**src/rtl/alu_pkg.sv**
```systemverilog
// Shared definitions for the shared-ALU arbiter: ALU op codes, operand widths
// and the arbiter FSM state encoding.
package alu_pkg;

    localparam int WIDTH = 8;
    localparam int OPW   = 3;

    localparam logic [OPW-1:0] OP_ADD = 3'b000;
    localparam logic [OPW-1:0] OP_SUB = 3'b001;
    localparam logic [OPW-1:0] OP_AND = 3'b010;
    localparam logic [OPW-1:0] OP_OR  = 3'b011;
    localparam logic [OPW-1:0] OP_XOR = 3'b100;
    localparam logic [OPW-1:0] OP_EQ  = 3'b101;
    localparam logic [OPW-1:0] OP_GT  = 3'b110;
    localparam logic [OPW-1:0] OP_SHL = 3'b111;

    typedef enum logic [1:0] {
        IDLE = 2'd0,
        EXEC = 2'd1,
        RESP = 2'd2
    } arb_state_e;

endpackage

```
**src/rtl/alu_share_arbiter_rr_arb2.sv**
```systemverilog
// Two-input round-robin picker. A lone request wins outright; when both
// request, the pointer selects the winner (0 -> requester 0, 1 -> requester 1).
module rr_arb2 (
    input  logic [1:0] req,
    input  logic       ptr,
    output logic [1:0] gnt
);

    // One-hot grant, pointer only matters on contention
    always_comb begin
        gnt = req;
        if (req == 2'b11) begin
            gnt = ptr ? 2'b10 : 2'b01;
        end
    end

endmodule

```
**src/rtl/alu_share_arbiter.sv**
```systemverilog
// Arbiter sharing one external combinational ALU between two requesters.
// Three-phase operation: IDLE (grant + operand capture), EXEC (ALU settles on
// the registered operands, outputs captured), RESP (result held to the winner
// until it is consumed). Build option ALU_SHARE_ARB_STATS_EN adds per-requester
// grant counters on outputs grant_cnt0 / grant_cnt1.
module alu_share_arbiter #(
    parameter int WIDTH = 8,
    parameter int OPW   = 3
`ifdef ALU_SHARE_ARB_STATS_EN
    ,
    parameter int CNT_W = 16
`endif
) (
    input  logic               clk,
    input  logic               rst_n,
    input  logic [1:0]         req_valid,
    output logic [1:0]         req_ready,
    input  logic [2*WIDTH-1:0] req_a,
    input  logic [2*WIDTH-1:0] req_b,
    input  logic [2*OPW-1:0]   req_op,
    output logic [1:0]         rsp_valid,
    input  logic [1:0]         rsp_ready,
    output logic [WIDTH-1:0]   rsp_result,
    output logic               rsp_zero,
    output logic               rsp_carry,
    output logic               busy,
    output logic [WIDTH-1:0]   alu_a,
    output logic [WIDTH-1:0]   alu_b,
    output logic [OPW-1:0]     alu_op,
    input  logic [WIDTH-1:0]   alu_result,
    input  logic               alu_zero,
    input  logic               alu_carry
`ifdef ALU_SHARE_ARB_STATS_EN
    ,
    output logic [CNT_W-1:0]   grant_cnt0,
    output logic [CNT_W-1:0]   grant_cnt1
`endif
);

    import alu_pkg::*;

    arb_state_e       state_q, state_d;
    logic             ptr_q, ptr_d;
    logic             owner_q, owner_d;
    logic [WIDTH-1:0] opa_q, opa_d;
    logic [WIDTH-1:0] opb_q, opb_d;
    logic [OPW-1:0]   op_q, op_d;
    logic [WIDTH-1:0] res_q, res_d;
    logic             zero_q, zero_d;
    logic             carry_q, carry_d;
    logic [1:0]       gnt;

    rr_arb2 u_rr_arb2 (
        .req (req_valid),
        .ptr (ptr_q),
        .gnt (gnt)
    );

    // Next-state, operand/result capture and handshake outputs
    always_comb begin
        state_d   = state_q;
        ptr_d     = ptr_q;
        owner_d   = owner_q;
        opa_d     = opa_q;
        opb_d     = opb_q;
        op_d      = op_q;
        res_d     = res_q;
        zero_d    = zero_q;
        carry_d   = carry_q;
        req_ready = 2'b00;
        rsp_valid = 2'b00;
        case (state_q)
            IDLE: begin
                req_ready = gnt;
                if (gnt != 2'b00) begin
                    owner_d = gnt[1];
                    opa_d   = gnt[1] ? req_a[2*WIDTH-1:WIDTH] : req_a[WIDTH-1:0];
                    opb_d   = gnt[1] ? req_b[2*WIDTH-1:WIDTH] : req_b[WIDTH-1:0];
                    op_d    = gnt[1] ? req_op[2*OPW-1:OPW]    : req_op[OPW-1:0];
                    state_d = EXEC;
                end
            end
            EXEC: begin
                res_d   = alu_result;
                zero_d  = alu_zero;
                carry_d = alu_carry;
                state_d = RESP;
            end
            RESP: begin
                rsp_valid[owner_q] = 1'b1;
                // The other requester's rsp_ready is deliberately ignored
                if (rsp_ready[owner_q]) begin
                    ptr_d   = ~owner_q;
                    state_d = IDLE;
                end
            end
            default: begin
                state_d = IDLE;
            end
        endcase
    end

    // State, pointer, operand and result registers
    always_ff @(posedge clk or negedge rst_n) begin
        if (!rst_n) begin
            state_q <= IDLE;
            ptr_q   <= 1'b0;
            owner_q <= 1'b0;
            opa_q   <= '0;
            opb_q   <= '0;
            op_q    <= '0;
            res_q   <= '0;
            zero_q  <= 1'b0;
            carry_q <= 1'b0;
        end else begin
            state_q <= state_d;
            ptr_q   <= ptr_d;
            owner_q <= owner_d;
            opa_q   <= opa_d;
            opb_q   <= opb_d;
            op_q    <= op_d;
            res_q   <= res_d;
            zero_q  <= zero_d;
            carry_q <= carry_d;
        end
    end

    assign alu_a      = opa_q;
    assign alu_b      = opb_q;
    assign alu_op     = op_q;
    assign rsp_result = res_q;
    assign rsp_zero   = zero_q;
    assign rsp_carry  = carry_q;
    assign busy       = (state_q != IDLE);

`ifdef ALU_SHARE_ARB_STATS_EN
    logic [CNT_W-1:0] cnt0_q, cnt0_d;
    logic [CNT_W-1:0] cnt1_q, cnt1_d;

    // A request handshake is exactly a raised req_ready bit; counters wrap
    always_comb begin
        cnt0_d = cnt0_q + {{(CNT_W-1){1'b0}}, req_ready[0]};
        cnt1_d = cnt1_q + {{(CNT_W-1){1'b0}}, req_ready[1]};
    end

    // Grant counter registers
    always_ff @(posedge clk or negedge rst_n) begin
        if (!rst_n) begin
            cnt0_q <= '0;
            cnt1_q <= '0;
        end else begin
            cnt0_q <= cnt0_d;
            cnt1_q <= cnt1_d;
        end
    end

    assign grant_cnt0 = cnt0_q;
    assign grant_cnt1 = cnt1_q;
`endif

endmodule

```
**config.mk**
```make
export PLATFORM = sky130hd
export DESIGN_NAME = alu_share_arbiter
export DESIGN_NICKNAME = d
export VERILOG_FILES = /design/src/rtl/alu_pkg.sv /design/src/rtl/alu_share_arbiter_rr_arb2.sv /design/src/rtl/alu_share_arbiter.sv
export SDC_FILE = /design/constraint.sdc
export NUM_CORES = 1
export LEC_CHECK = 0
export CORE_ASPECT_RATIO = 0.7
export CORE_MARGIN = 2
export CORE_UTILIZATION = 34
export CTS_CLUSTER_SIZE = 12
export DETAILED_ROUTE_END_ITERATION = 12
export PLACE_DENSITY_LB_ADDON = 0.15
export SYNTH_ARGS = -nofsm -noshare
export SYNTH_HDL_FRONTEND = slang
export SYNTH_SLANG_ARGS = --single-unit
```
**constraint.sdc**
```tcl
create_clock -name clk -period 1.05 [get_ports clk]
set_input_delay 0.1575 -clock clk [delete_from_list [all_inputs] [get_ports clk]]
set_output_delay 0.1575 -clock clk [all_outputs]
set_load 0.02 [all_outputs]
```
==> impl_metrics.csv <==
group,metric,value,unit
run_status,status,"complete, but fails checks",
run_status,violations,"setup timing",
sta,worst_pin_slew,0.272,ns
synthesis,syn_area_per_cell,9.91,um2
min_path,hold_class,"in2async",
finish,layout.nets,320,
clock_tree,cts-root-buf,"clkbuf_8",
power_and_ir_drop,leakagePower,1.19,nW
global_routing,grtUsageMet1,28.2,%
route,post_drt_via_cell_ratio,5.11,
worst_setup_path,cpMostUsedCell,"buf_6",
synthesis,ys_seq_elements,33,
power_and_ir_drop,finalPower,8.00,mW
finish,area_growth_syn_to_layout,81.9,%
worst_setup_path,worstSetupPathType,"reg2reg",
worst_setup_path,cp.required,1.20,ns
finish,stdcell_area,0.00281,mm2
global_routing,antenna_found_initial,0,
power_and_ir_drop,power_density,2840,mW/mm2
clock_tree,htreeDepth,2,
clock_tree,cts.path.max_buffers,2,
route,drtIter0Drc,81,
sta,final.setup_skew,0.00348,ns
route,wirelength,5.18,mm
synthesis,syn_nets,210,
worst_setup_path,regToRegSetupSlack,-0.30,ns
route,drc,0,
synthesis,syn-cell-area,0.00155,mm2
sta,maxSlewHeadroom,81.9,%
job,drv_cap,0,
worst_setup_path,r2r-end,"alu_a[5]$_DFFE_PN0P_",
sta,rsz0062_at_grt,"yes",
worst_setup_path,crit_slowest_cell,"dfrtp_2",
floorplan,initial_core_util,35.5,%
sta,period_share,128,%
route,vias,1644,
floorplan,die_x,84.6,um
global_routing,grt_usage,20.2,%
worst_setup_path,worstPathMaxFanout,6,
sta,fin_ws,-0.299,ns
worst_setup_path,crit_buf_inv,3,
floorplan,coreArea,0.00435,mm2
synthesis,ys_types,20,
sta,finalSetupViolCount,36,
clock_tree,cts_tree,"done",
worst_setup_path,arrival,1.50,ns
global_routing,grt_pass1_vias,1609,
global_routing,grt_overflow_total,0,
route,wl_per_cell,16.1,um
place,post_dp_cell_area,0.00261,mm2
route,drt.antenna.violating_nets,0,
global_routing,grt-busiest-layer,"met2",
synthesis,yosysWarnings,0,
route,drt_pass1_iterations,4,
worst_setup_path,cp-end-kind,"flip-flop",
global_routing,gr-usage-met2,31.2,%
floorplan,fp-row-count,20,
sta,maxSlewViolCount,0,
clock_tree,cts_buffers,5,
sta,fmax,741,MHz
power_and_ir_drop,peakVddDrop,1310,uV
clock_tree,numClockSinks,33,
sta,setup_tns,-8.10,ns
sta,finalHoldViolations,0,
floorplan,pin_count,88,
worst_setup_path,start_kind,"flip-flop",
floorplan,die_area,0.00511,mm2
finish,antenna_cells,0,
clock_tree,clk_pin_slew,0.07,ns
global_routing,met3_usage,5.99,%
place,gp_congestion,0.855,
worst_setup_path,path_cells,"nor2_4, buf_6, buf_6, and2_4, buf_6, a31oi_2",
synthesis,synthCells,156,
worst_setup_path,path_delay_family,"flip-flops",
worst_setup_path,slowest_delay,0.44,ns
place,hpwl,3.37,mm
place,buffer_ports.inserted,87,
global_routing,grt_max_degree,34,
finish,drive_gt1_share,38.6,%
floorplan,die_h,60.4,um
clock_tree,clock_latency,0.27,ns
global_routing,grt_pass1_wl,8.00,mm
finish,nFillCells,380,
worst_setup_path,r2r_start,"state_q[0]$_DFFE_PN0P_",
synthesis,ys_seq_area_share,53.4,%
sta,period_needed,1.35,ns
worst_setup_path,r2r_cells,6,
## metal layers
| layer | vias to the layer above | part of all wire [%] | wire (um) |
|---|---|---|---|
| met5 | - | 0 | 0 |
| met4 | 0 | 0.66 | 34 |
| met3 | 4 | 6.8 | 354 |
| met2 | 57 | 46 | 2410 |
| met1 | 793 | 46 | 2390 |
| li1 | 790 | - | - |
## cells in the final DEF (no fill, tap or decap), types with 2 or more instances in the layout
| cell | count |
|---|---|
| nand3_1 | 19 |
| inv_1 | 2 |
| a31oi_1 | 12 |
| mux2_4 | 3 |
| clkdlybuf4s50_1 | 52 |
| clkbuf_8 | 7 |
| nand2b_4 | 3 |
| buf_2 | 30 |
| buf_6 | 11 |
| mux2_2 | 7 |
| o21ai_0 | 10 |
| a21oi_2 | 2 |
| a21oi_1 | 19 |
| inv_2 | 2 |
| and3_4 | 2 |
| a31oi_4 | 7 |
| dfrtp_1 | 32 |
| buf_4 | 20 |
| o21ai_1 | 12 |
| buf_12 | 2 |
## worst max-delay path by stage
stage                                 from              endpoint  slack, ns  cells after the start
floorplan                ptr_q$_DFFE_PN0P_   owner_q$_DFFE_PN0P_      -0.05                      4
detailed placement            req_valid[0]          req_ready[0]      -0.63                      4
CTS                 state_q[0]$_DFFE_PN0P_          req_ready[0]      -0.30                      4
global route        state_q[0]$_DFFE_PN0P_          req_ready[0]      -0.38                      4
finish              state_q[0]$_DFFE_PN0P_  alu_a[5]$_DFFE_PN0P_      -0.30                      6
global placement              req_valid[0]          req_ready[0]      -0.63                      4
## per-stage QoR
step | utilization [%] | hold WS (ns) | worst slack, ns | cells
6_report | 64.6 | 0.360 | -0.299 | 322
5_1_grt | 64.6 | 0.384 | -0.377 | 322
4_1_cts | 61.3 | 0.361 | -0.302 | 321
3_5_place_dp | 59.9 | 0.129 | -0.627 | 306
3_3_place_gp | 59.9 | 0.129 | -0.627 | 306
2_1_floorplan | - | -0.138 | -0.0487 | 156
## synthesized netlist by cell type
cell | count | area share [%]
buf_6 | 2 | 1.5
and2_1 | 1 | 0.41
nand2_1 | 1 | 0.24
nor2_1 | 3 | 0.73
and3_1 | 2 | 0.81
nor2b_1 | 1 | 0.41
buf_2 | 7 | 2.3
buf_4 | 2 | 0.97
mux2_2 | 10 | 7.3
dfrtp_1 | 33 | 53
nand3_1 | 19 | 6.2
a21o_1 | 1 | 0.49
a31oi_1 | 20 | 8.1
or2_1 | 1 | 0.41
a21oi_1 | 21 | 6.8
o21ai_0 | 19 | 6.2
inv_1 | 4 | 0.97
nand2b_1 | 3 | 1.2
o21ai_1 | 3 | 0.97
clkbuf_1 | 3 | 0.73
## worst min-delay path, stage by stage
cell           delay [ns]
dlygate4sd3_1        0.52
buf_2                0.12
buf_12               0.20
## power by group
| group | switching, mW | internal, mW | total [mW] |
|---|---|---|---|
| clock | 0.459 | 0.593 | 1.05 |
| sequential | 0.376 | 1.92 | 2.30 |
| combinational | 2.43 | 2.22 | 4.65 |
| total | 3.26 | 4.74 | 8.00 |
## cell families after synthesis
kind of cell | after synthesis | share of synthesized area [%]
multiplexers | 10 | 7.29
AND/OR/NAND/NOR | 31 | 10.4
buffers and inverters | 18 | 6.40
AO/OA/AOI/OAI | 64 | 22.5
flip-flops | 33 | 53.4
## area by class of cell
| cell class | count | area [um2] | area share, % |
|---|---|---|---|
| Clock buffer | 7 | 96.3 | 3.43 |
| Tap cell | 55 | 68.8 | 2.45 |
| Multi-Input combinational cell | 106 | 805 | 28.6 |
| Timing Repair Buffer | 116 | 995 | 35.4 |
| Inverter | 4 | 15.0 | 0.534 |
| Sequential cell | 33 | 827 | 29.4 |
| Clock inverter | 1 | 5.00 | 0.178 |
## state kept, by name (all words and copies together), names as in the netlist
register / cells
alu_a: 8
alu_b: 8
alu_op: 3
owner_q: 1
ptr_q: 1
rsp_carry: 1
rsp_result: 8
rsp_zero: 1
state_q: 2
## repair_timing
action | 4_1_cts | 5_1_grt
hold buffers | 1 | 0
endpoints found under the hold margin | 33 | 0
pin swaps | 2 | 2
setup buffers | 5 | 1
setup endpoints to repair | 64 | 38
cloned | 2 | 0
gates resized for setup | 161 | 25
No activity file was read; power rests on OpenSTA's default activity.
